<file path="config.mk">
export PLATFORM = sky130hd
export DESIGN_NAME = rvfi_shadow_pipe
export DESIGN_NICKNAME = d
export VERILOG_FILES = /design/src/rtl/rvfi_shadow_pipe.sv
export SDC_FILE = /design/constraint.sdc
export NUM_CORES = 1
export LEC_CHECK = 0
export ABC_AREA = 1
export CAP_MARGIN = 25
export CORE_AREA = 2 2 262 264
export CTS_BUF_LIST = sky130_fd_sc_hd__clkbuf_2 sky130_fd_sc_hd__clkbuf_4 sky130_fd_sc_hd__clkbuf_8
export DETAILED_ROUTE_END_ITERATION = 8
export DIE_AREA = 0 0 264 266
export MAX_ROUTING_LAYER = met4
export PLACE_DENSITY = 0.72
export SETUP_SLACK_MARGIN = 0.2
export SYNTH_ARGS = -nofsm -noshare
export SYNTH_HDL_FRONTEND = slang
export SYNTH_SLANG_ARGS = --single-unit
</file>
<file path="constraint.sdc">
create_clock -name clk -period 46.9 [get_ports clk]
set_clock_uncertainty 0.15 [all_clocks]
set_input_delay 14.07 -clock clk [delete_from_list [all_inputs] [get_ports clk]]
set_output_delay 14.07 -clock clk [all_outputs]
set_load 0.02 [all_outputs]
</file>
<file path="src/rtl/rvfi_shadow_pipe.sv">
// Purpose : RVFI shadow pipeline that carries retirement metadata from the resolve point to commit.
// Latency : STAGES cycles from capture to the rvfi_valid strobe; commit outputs are combinational from the last stage.
// Backpr. : no ready input; freeze stalls every stage, hold0 stalls stage 0 and inserts a bubble, flush drops the capture.
//
// Ports
//   clk, rst                    clock, asynchronous active-high reset
//   freeze / hold0 / flush      core pipeline control (priority freeze > flush > hold0)
//   cap_*                       instruction metadata at the resolve point
//   mem_*                       dcache sideband for the entry loading into MEM_STAGE
//   wb_*                        live writeback info of the committing instruction
//   rvfi_*                      RVFI commit packet, order counter and sticky halt flag
module rvfi_shadow_pipe #(
    parameter int STAGES    = 2,
    parameter int MEM_STAGE = 0,
    parameter int XLEN      = 32,
    parameter int ORDER_W   = 64
) (
    input  logic               clk,
    input  logic               rst,
    input  logic               freeze,
    input  logic               hold0,
    input  logic               flush,
    input  logic               cap_valid,
    input  logic [31:0]        cap_inst,
    input  logic [XLEN-1:0]    cap_pc,
    input  logic [XLEN-1:0]    cap_next_pc,
    input  logic [XLEN-1:0]    cap_rs1_rdata,
    input  logic [XLEN-1:0]    cap_rs2_rdata,
    input  logic [XLEN-1:0]    mem_addr,
    input  logic [3:0]         mem_rmask,
    input  logic [3:0]         mem_wmask,
    input  logic [XLEN-1:0]    mem_rdata,
    input  logic [XLEN-1:0]    mem_wdata,
    input  logic               wb_load_regfile,
    input  logic [XLEN-1:0]    wb_rd_wdata,
    output logic               rvfi_valid,
    output logic [ORDER_W-1:0] rvfi_order,
    output logic [31:0]        rvfi_inst,
    output logic               rvfi_trap,
    output logic [4:0]         rvfi_rs1_addr,
    output logic [4:0]         rvfi_rs2_addr,
    output logic [4:0]         rvfi_rd_addr,
    output logic [XLEN-1:0]    rvfi_rs1_rdata,
    output logic [XLEN-1:0]    rvfi_rs2_rdata,
    output logic               rvfi_load_regfile,
    output logic [XLEN-1:0]    rvfi_rd_wdata,
    output logic [XLEN-1:0]    rvfi_pc_rdata,
    output logic [XLEN-1:0]    rvfi_pc_wdata,
    output logic [XLEN-1:0]    rvfi_mem_addr,
    output logic [3:0]         rvfi_mem_rmask,
    output logic [3:0]         rvfi_mem_wmask,
    output logic [XLEN-1:0]    rvfi_mem_rdata,
    output logic [XLEN-1:0]    rvfi_mem_wdata,
    output logic               rvfi_halt
);

    localparam int LAST = STAGES - 1;

    // One shadow entry; the whole record moves as a unit between stages.
    typedef struct packed {
        logic            valid;
        logic [31:0]     inst;
        logic [XLEN-1:0] pc;
        logic [XLEN-1:0] next_pc;
        logic [XLEN-1:0] rs1_rdata;
        logic [XLEN-1:0] rs2_rdata;
        logic [XLEN-1:0] mem_addr;
        logic [3:0]      mem_rmask;
        logic [3:0]      mem_wmask;
        logic [XLEN-1:0] mem_rdata;
        logic [XLEN-1:0] mem_wdata;
    } entry_t;

    entry_t             stage_q [STAGES];
    entry_t             stage_d [STAGES];
    entry_t             cap_entry;
    entry_t             last;

    logic [ORDER_W-1:0] order_q;
    logic [ORDER_W-1:0] order_d;
    logic               halt_q;
    logic               halt_d;
    logic               commit;
    logic               halt_hit;

    // ------------------------------------------------------------------
    // Capture record. When stage 0 is the memory stage the sideband is
    // latched together with the capture; masks are gated by the capture's
    // valid so a bubble never carries a stale access.
    // ------------------------------------------------------------------
    always_comb begin
        cap_entry           = '0;
        cap_entry.valid     = cap_valid;
        cap_entry.inst      = cap_inst;
        cap_entry.pc        = cap_pc;
        cap_entry.next_pc   = cap_next_pc;
        cap_entry.rs1_rdata = cap_rs1_rdata;
        cap_entry.rs2_rdata = cap_rs2_rdata;
        if (MEM_STAGE == 0) begin
            cap_entry.mem_addr  = mem_addr;
            cap_entry.mem_rmask = cap_valid ? mem_rmask : 4'h0;
            cap_entry.mem_wmask = cap_valid ? mem_wmask : 4'h0;
            cap_entry.mem_rdata = mem_rdata;
            cap_entry.mem_wdata = mem_wdata;
        end
    end

    // ------------------------------------------------------------------
    // Stage advance. Default is hold, which also covers freeze.
    // ------------------------------------------------------------------
    always_comb begin
        for (int i = 0; i < STAGES; i++) begin
            stage_d[i] = stage_q[i];
        end

        if (!freeze) begin
            // Stage 0: flush kills only the capture, hold0 keeps the
            // current occupant, otherwise take the capture.
            if (flush) begin
                stage_d[0].valid = 1'b0;
                if (MEM_STAGE == 0) begin
                    stage_d[0].mem_rmask = 4'h0;
                    stage_d[0].mem_wmask = 4'h0;
                end
            end else if (!hold0) begin
                stage_d[0] = cap_entry;
            end

            // Older stages always shift, except that a hold0 without a
            // flush feeds a bubble into stage 1 because stage 0 stays put.
            for (int i = 1; i < STAGES; i++) begin
                if (hold0 && !flush && (i == 1)) begin
                    stage_d[i].valid = 1'b0;
                    if (i == MEM_STAGE) begin
                        stage_d[i].mem_rmask = 4'h0;
                        stage_d[i].mem_wmask = 4'h0;
                    end
                end else begin
                    stage_d[i] = stage_q[i-1];
                    if (i == MEM_STAGE) begin
                        stage_d[i].mem_addr  = mem_addr;
                        stage_d[i].mem_rmask = stage_q[i-1].valid ? mem_rmask : 4'h0;
                        stage_d[i].mem_wmask = stage_q[i-1].valid ? mem_wmask : 4'h0;
                        stage_d[i].mem_rdata = mem_rdata;
                        stage_d[i].mem_wdata = mem_wdata;
                    end
                end
            end
        end
    end

    // ------------------------------------------------------------------
    // Commit, order and halt.
    // ------------------------------------------------------------------
    assign last     = stage_q[LAST];
    assign commit   = last.valid & ~freeze & ~rst;

    // A committed self-jump (outside the null PC) marks the infinite loop
    // the core parks in when the program is done.
    assign halt_hit = commit & (last.next_pc == last.pc) & (last.pc != '0);

    always_comb begin
        order_d = order_q;
        halt_d  = halt_q;
        if (commit) begin
            order_d = order_q + {{(ORDER_W-1){1'b0}}, 1'b1};
        end
        if (halt_hit) begin
            halt_d = 1'b1;
        end
    end

    always_ff @(posedge clk or posedge rst) begin
        if (rst) begin
            for (int i = 0; i < STAGES; i++) begin
                stage_q[i] <= '0;
            end
            order_q <= '0;
            halt_q  <= 1'b0;
        end else begin
            for (int i = 0; i < STAGES; i++) begin
                stage_q[i] <= stage_d[i];
            end
            order_q <= order_d;
            halt_q  <= halt_d;
        end
    end

    // ------------------------------------------------------------------
    // RVFI packet
    // ------------------------------------------------------------------
    assign rvfi_valid        = commit;
    assign rvfi_order        = order_q;
    assign rvfi_inst         = last.inst;
    assign rvfi_trap         = last.valid & ((last.inst[6:0] == 7'd0) | (last.inst[1:0] != 2'b11));
    assign rvfi_rs1_addr     = last.inst[19:15];
    assign rvfi_rs2_addr     = last.inst[24:20];
    assign rvfi_rd_addr      = last.inst[11:7];
    assign rvfi_rs1_rdata    = last.rs1_rdata;
    assign rvfi_rs2_rdata    = last.rs2_rdata;
    assign rvfi_load_regfile = wb_load_regfile;
    // x0 is hard-wired zero regardless of what writeback drives.
    assign rvfi_rd_wdata     = (last.inst[11:7] == 5'd0) ? '0 : wb_rd_wdata;
    assign rvfi_pc_rdata     = last.pc;
    assign rvfi_pc_wdata     = last.next_pc;
    assign rvfi_mem_addr     = last.mem_addr;
    assign rvfi_mem_rmask    = last.mem_rmask;
    assign rvfi_mem_wmask    = last.mem_wmask;
    assign rvfi_mem_rdata    = last.mem_rdata;
    assign rvfi_mem_wdata    = last.mem_wdata;
    assign rvfi_halt         = halt_q;

endmodule

</file>
* Yosys cells after proc, flatten, opt, wreduce, memory -nomap -nowiden
Cells that the tools add are included.
** Storage, ports and cells
- Output and inout bits :: 379
- Bits in registers :: 595
- Logic and storage cells :: 54
- Input port bits :: 303
** Operators by class
- Equal/unequal tests :: 3
- Bitwise logic cells :: 11
- Muxes and demuxes :: 7
- Reductions and logical operators :: 8
- $add $sub $neg :: 1
** Operators with widths (count)
- 265-bit two-way mux :: 1
- 64-bit by 1-bit adder with 64-bit output, second input constant :: 1
- 32-bit equality test :: 1
- 32-bit two-way mux :: 1
- 32-bit nonzero test :: 1
- 4-bit two-way mux :: 2
- 8-bit two-way mux :: 1
- 7-bit zero test :: 1
- 1-bit AND :: 5
- 5-bit zero test :: 1
- 1-bit NOT :: 5
- 2-bit AND reduction :: 2
- 3-bit AND reduction :: 1
- 1-bit two-way mux :: 2
- 2-bit by 1-bit inequality test with 1-bit output, second input constant :: 1
- 2-bit inequality test, second input constant :: 1
- 1-bit logical AND :: 1
- 1-bit zero test :: 1
- 1-bit OR :: 1

* Longest topological paths before layout
- Depth in word-level cells :: 5
- Mapped depth :: 10
- Mapped depth without buffers :: 10

* Worst setup path after synthesis
No wires, ideal clock.
- Kind :: input port to output port
- Start point :: input port rst
- End point :: output port rvfi_valid
- Stages :: 3
- Arrival time :: 27.539 ns
- Setup slack :: 5.141 ns
- Data required time :: 32.680 ns
- Buffers on the path :: 0
- Cell sequence :: inv_1 -> nand3_2 -> inv_2
** Between the ends
- Word-level cells in the longest chain between the ends :: 2
** RTL lines
- start, declared :: RTL line 19 : input logic rst,
- 1-bit NOT :: RTL line 156 : assign commit = last.valid & ~freeze & ~rst;
- 1-bit AND :: RTL line 156
- end, declared :: RTL line 36 : output logic rvfi_valid,
Every way passes these cells.

* Final worst setup path
Same ends and word-level chain as after synthesis.

==> impl_metrics.toml <==
[die]
core_region_area_sq_um = 67700
initial_core_util_pct = 38.9
die-area_sq_um = 70200
ios = 682
die_w_microns = 264
die_y_microns = 266
fp-row-count = 96

[yosys]
yosysMostFrequentCell = "nand2_1"
synth_fp_nets = 3358
async_reset_ff_share_pct = 100
synth_top_area_cell = "dfrtp_1"
synthCells = 3054
syn_area_sq_um = 26400
ys_warn_count = 0
synth_top_area_share_pct = 56.4
avgSynthCellArea_sq_um = 8.64
synth_edf_count = 0
synth-seq-cells = 595
ys.flop_type = "dfrtp_1"
synth-seq-area-share_pct = 56.4
synth_commonest_cells = "1088 x nand2_1, 595 x dfrtp_1, 376 x o21ai_0"
synth_cell_types = 31
synthTopCellsByArea = "dfrtp_1 56%, nand2_1 15%, buf_4 8.0%"

[cts]
cts_resized = 0
cts_max_level = 3
insertion_delay_ps = 700
cts_buffer_depth = 3
postCtsHoldBufs = 0
cts_made_buffers = 102
cts_tree = "done"
cts-root-buf = "clkbuf_8"
cts_setup_buffers = 0
clock_sinks = 595
cts.clk_slew.worst_paths_ps = 60

[global_route]
grt_pass1_vias = 19975
grt_pass1_wl_microns = 113000
antenna_found_initial = 10
grt.total_usage_pct = 21.1
grt_max_degree = 160
grt_remaining_overflow = 0

[worst_setup_path]
cp_slowest_cell = "clkdlybuf4s50_1"
critPathMaxStageDelay_ps = 680
arrival_ps = 16480
critPathKind = "in2out"
crit_buf_inv = 4
cp_top_family = "buffers and inverters"
path_cells = "clkdlybuf4s50_1 -> inv_8 -> nand3_2 -> inv_2 -> clkdlybuf4s50_1"
critical_path_required_ps = 32680
startpoint_type = "primary input"
cp_max_fo = 67
crit_top_cell = "clkdlybuf4s50_1"
reg2reg_slack_ps = 44700
end_kind = "primary output"

[power]
power_leakage_nw = 16.1
cellPowerDensity_nw_per_um2 = 43.2
max-vdd-ir-drop_uv = 24.8

[sta]
layout_setup_ws_ps = 16200
hold_viol_final = 0
timing.fmax_ghz = 0.0326
finalCritPeriodShare_pct = 65.5
worst_pin_slew_ps = 1030
finalCriticalPeriod_ps = 30700
setup_viol = 0
slew_violations = 0
grt_setup_unrepaired = "no"
totalNegativeSetupSlack_ps = 0
hold_slack_ps = 295
maxSlewHeadroom_pct = 31.2

[placement]
port_buffers = 679
pre_cts_slack_ps = 16170
place_hpwl_microns = 51500
gp_congestion = 0.934
dpl_cell_area_sq_um = 31800

[finish]
fin_nets = 3762
fin_area_sq_um = 34200
syn2layout_area_growth_pct = 29.6
drive_above_1_share_pct = 7.01

[route]
drtIter0Drc = 1249
drtAntennaViolNets = 0
drc_errors = 0
drt-vias-per-instance = 4.58
vias = 20292
post_drt_wl_per_cell_microns = 16.4
routed_wl_microns = 72800
drt-pass1-iter-count = 5

[outcome]
status = "finished clean"

[run]
maxCapViolCount = 0

[hold_path]
min_path_type = "reg2reg"
==> where the power goes <==
group          leakage, nW  internal, mW  total, mW  switching [mW]
Clock                 1.22         0.295      0.514           0.219
Combinational         7.40         0.146      0.324           0.179
Sequential            7.52         0.592      0.640          0.0479
==> worst register-to-register path: stages, from the launching register on <==
cell and delay, ps:
dfrtp_1 350, nand3_2 330, inv_2 360, nand2_1 170
nor2_2 190, nand2_2 130, nor2_4 230, xor2_1 200
==> per-stage QoR <==
step,util (%),instances,power (mW)
final,50.5,4431,1.48
after global routing,50.5,4430,1.55
after CTS,50.3,4419,1.50
after detailed placement,47.0,4233,0.973
after global placement,47.0,4233,0.966
after floorplan,-,3054,0.861
==> sequential cells by signal, summed over array words and instances, names as in the netlist <==
| register | cells |
|---|---|
| rvfi_rs2_rdata | 32 |
| rvfi_halt | 1 |
| last | 1 |
| rvfi_pc_rdata | 32 |
| rvfi_mem_wmask | 4 |
| rvfi_pc_wdata | 32 |
| rvfi_order | 64 |
| rvfi_mem_rdata | 32 |
| rvfi_mem_addr | 32 |
| rvfi_rs1_rdata | 32 |
| stage_q | 265 |
| rvfi_mem_wdata | 32 |
| rvfi_inst | 32 |
| rvfi_mem_rmask | 4 |
==> logic make-up after synthesis <==
kind of cell | share of synthesized area (%)
and+or+nand+nor | 20.0
xor gates and xnor gates | 1.96
buffers and inverters | 14.3
DFF | 56.4
adders and majority gates | 0.0474
AOI/OAI and AO/OA | 7.24
==> path summary, 6_finish.rpt <==
check                      depth (start not counted)          from        endpoint
max in group asynchronous                          6           rst    stage_q[480]
min in group asynchronous                          2           rst    stage_q[303]
min                                                2  stage_q[525]   rvfi_inst[28]
max                                                5           rst      rvfi_valid
max reg2reg                                        7     last[264]  rvfi_order[38]
min reg2reg                                        2  stage_q[525]   rvfi_inst[28]
==> placed cells by master (no fill, tap or decap), types with 5 or more instances in the layout <==
master           synthesis  final
buf_4                  281     17
clkbuf_4                 0     39
clkbuf_8                 0    131
clkdlybuf4s50_1          0    679
clkinv_2                 0      7
dfrtp_1                595    595
diode_2                  0      9
inv_1                  296    295
nand2_1               1088   1088
nand2_2                  5      5
nand3_1                 51     51
nand3b_1                14     14
nand4_1                  9      9
nor2_1                 113    113
nor2_2                  10     10
nor2_4                  10     10
nor3_1                   8      8
o21ai_0                376    376
xnor2_1                 35     35
xor2_1                  24     24
==> routing by layer <==
layer	up-vias	share of wire [%]	global-route usage (%)
met4	0	3.8	8.94
met5	-	0	-
met2	676	47	33.2
met1	9528	42	26.1
li1	9922	-	-
met3	166	6.8	4.97
==> area by class of cell <==
type,instances,area (sq um)
fillers,6270,33600
flip-flops and latches,595,14900
multi-input cells,1758,7740
repair buffers,700,7010
clock buffers,170,2100
inverters,301,1140
well taps,882,1100
clock inverters,16,191
diodes,9,22.5
Note: power is estimated with default switching activity, not from simulation.
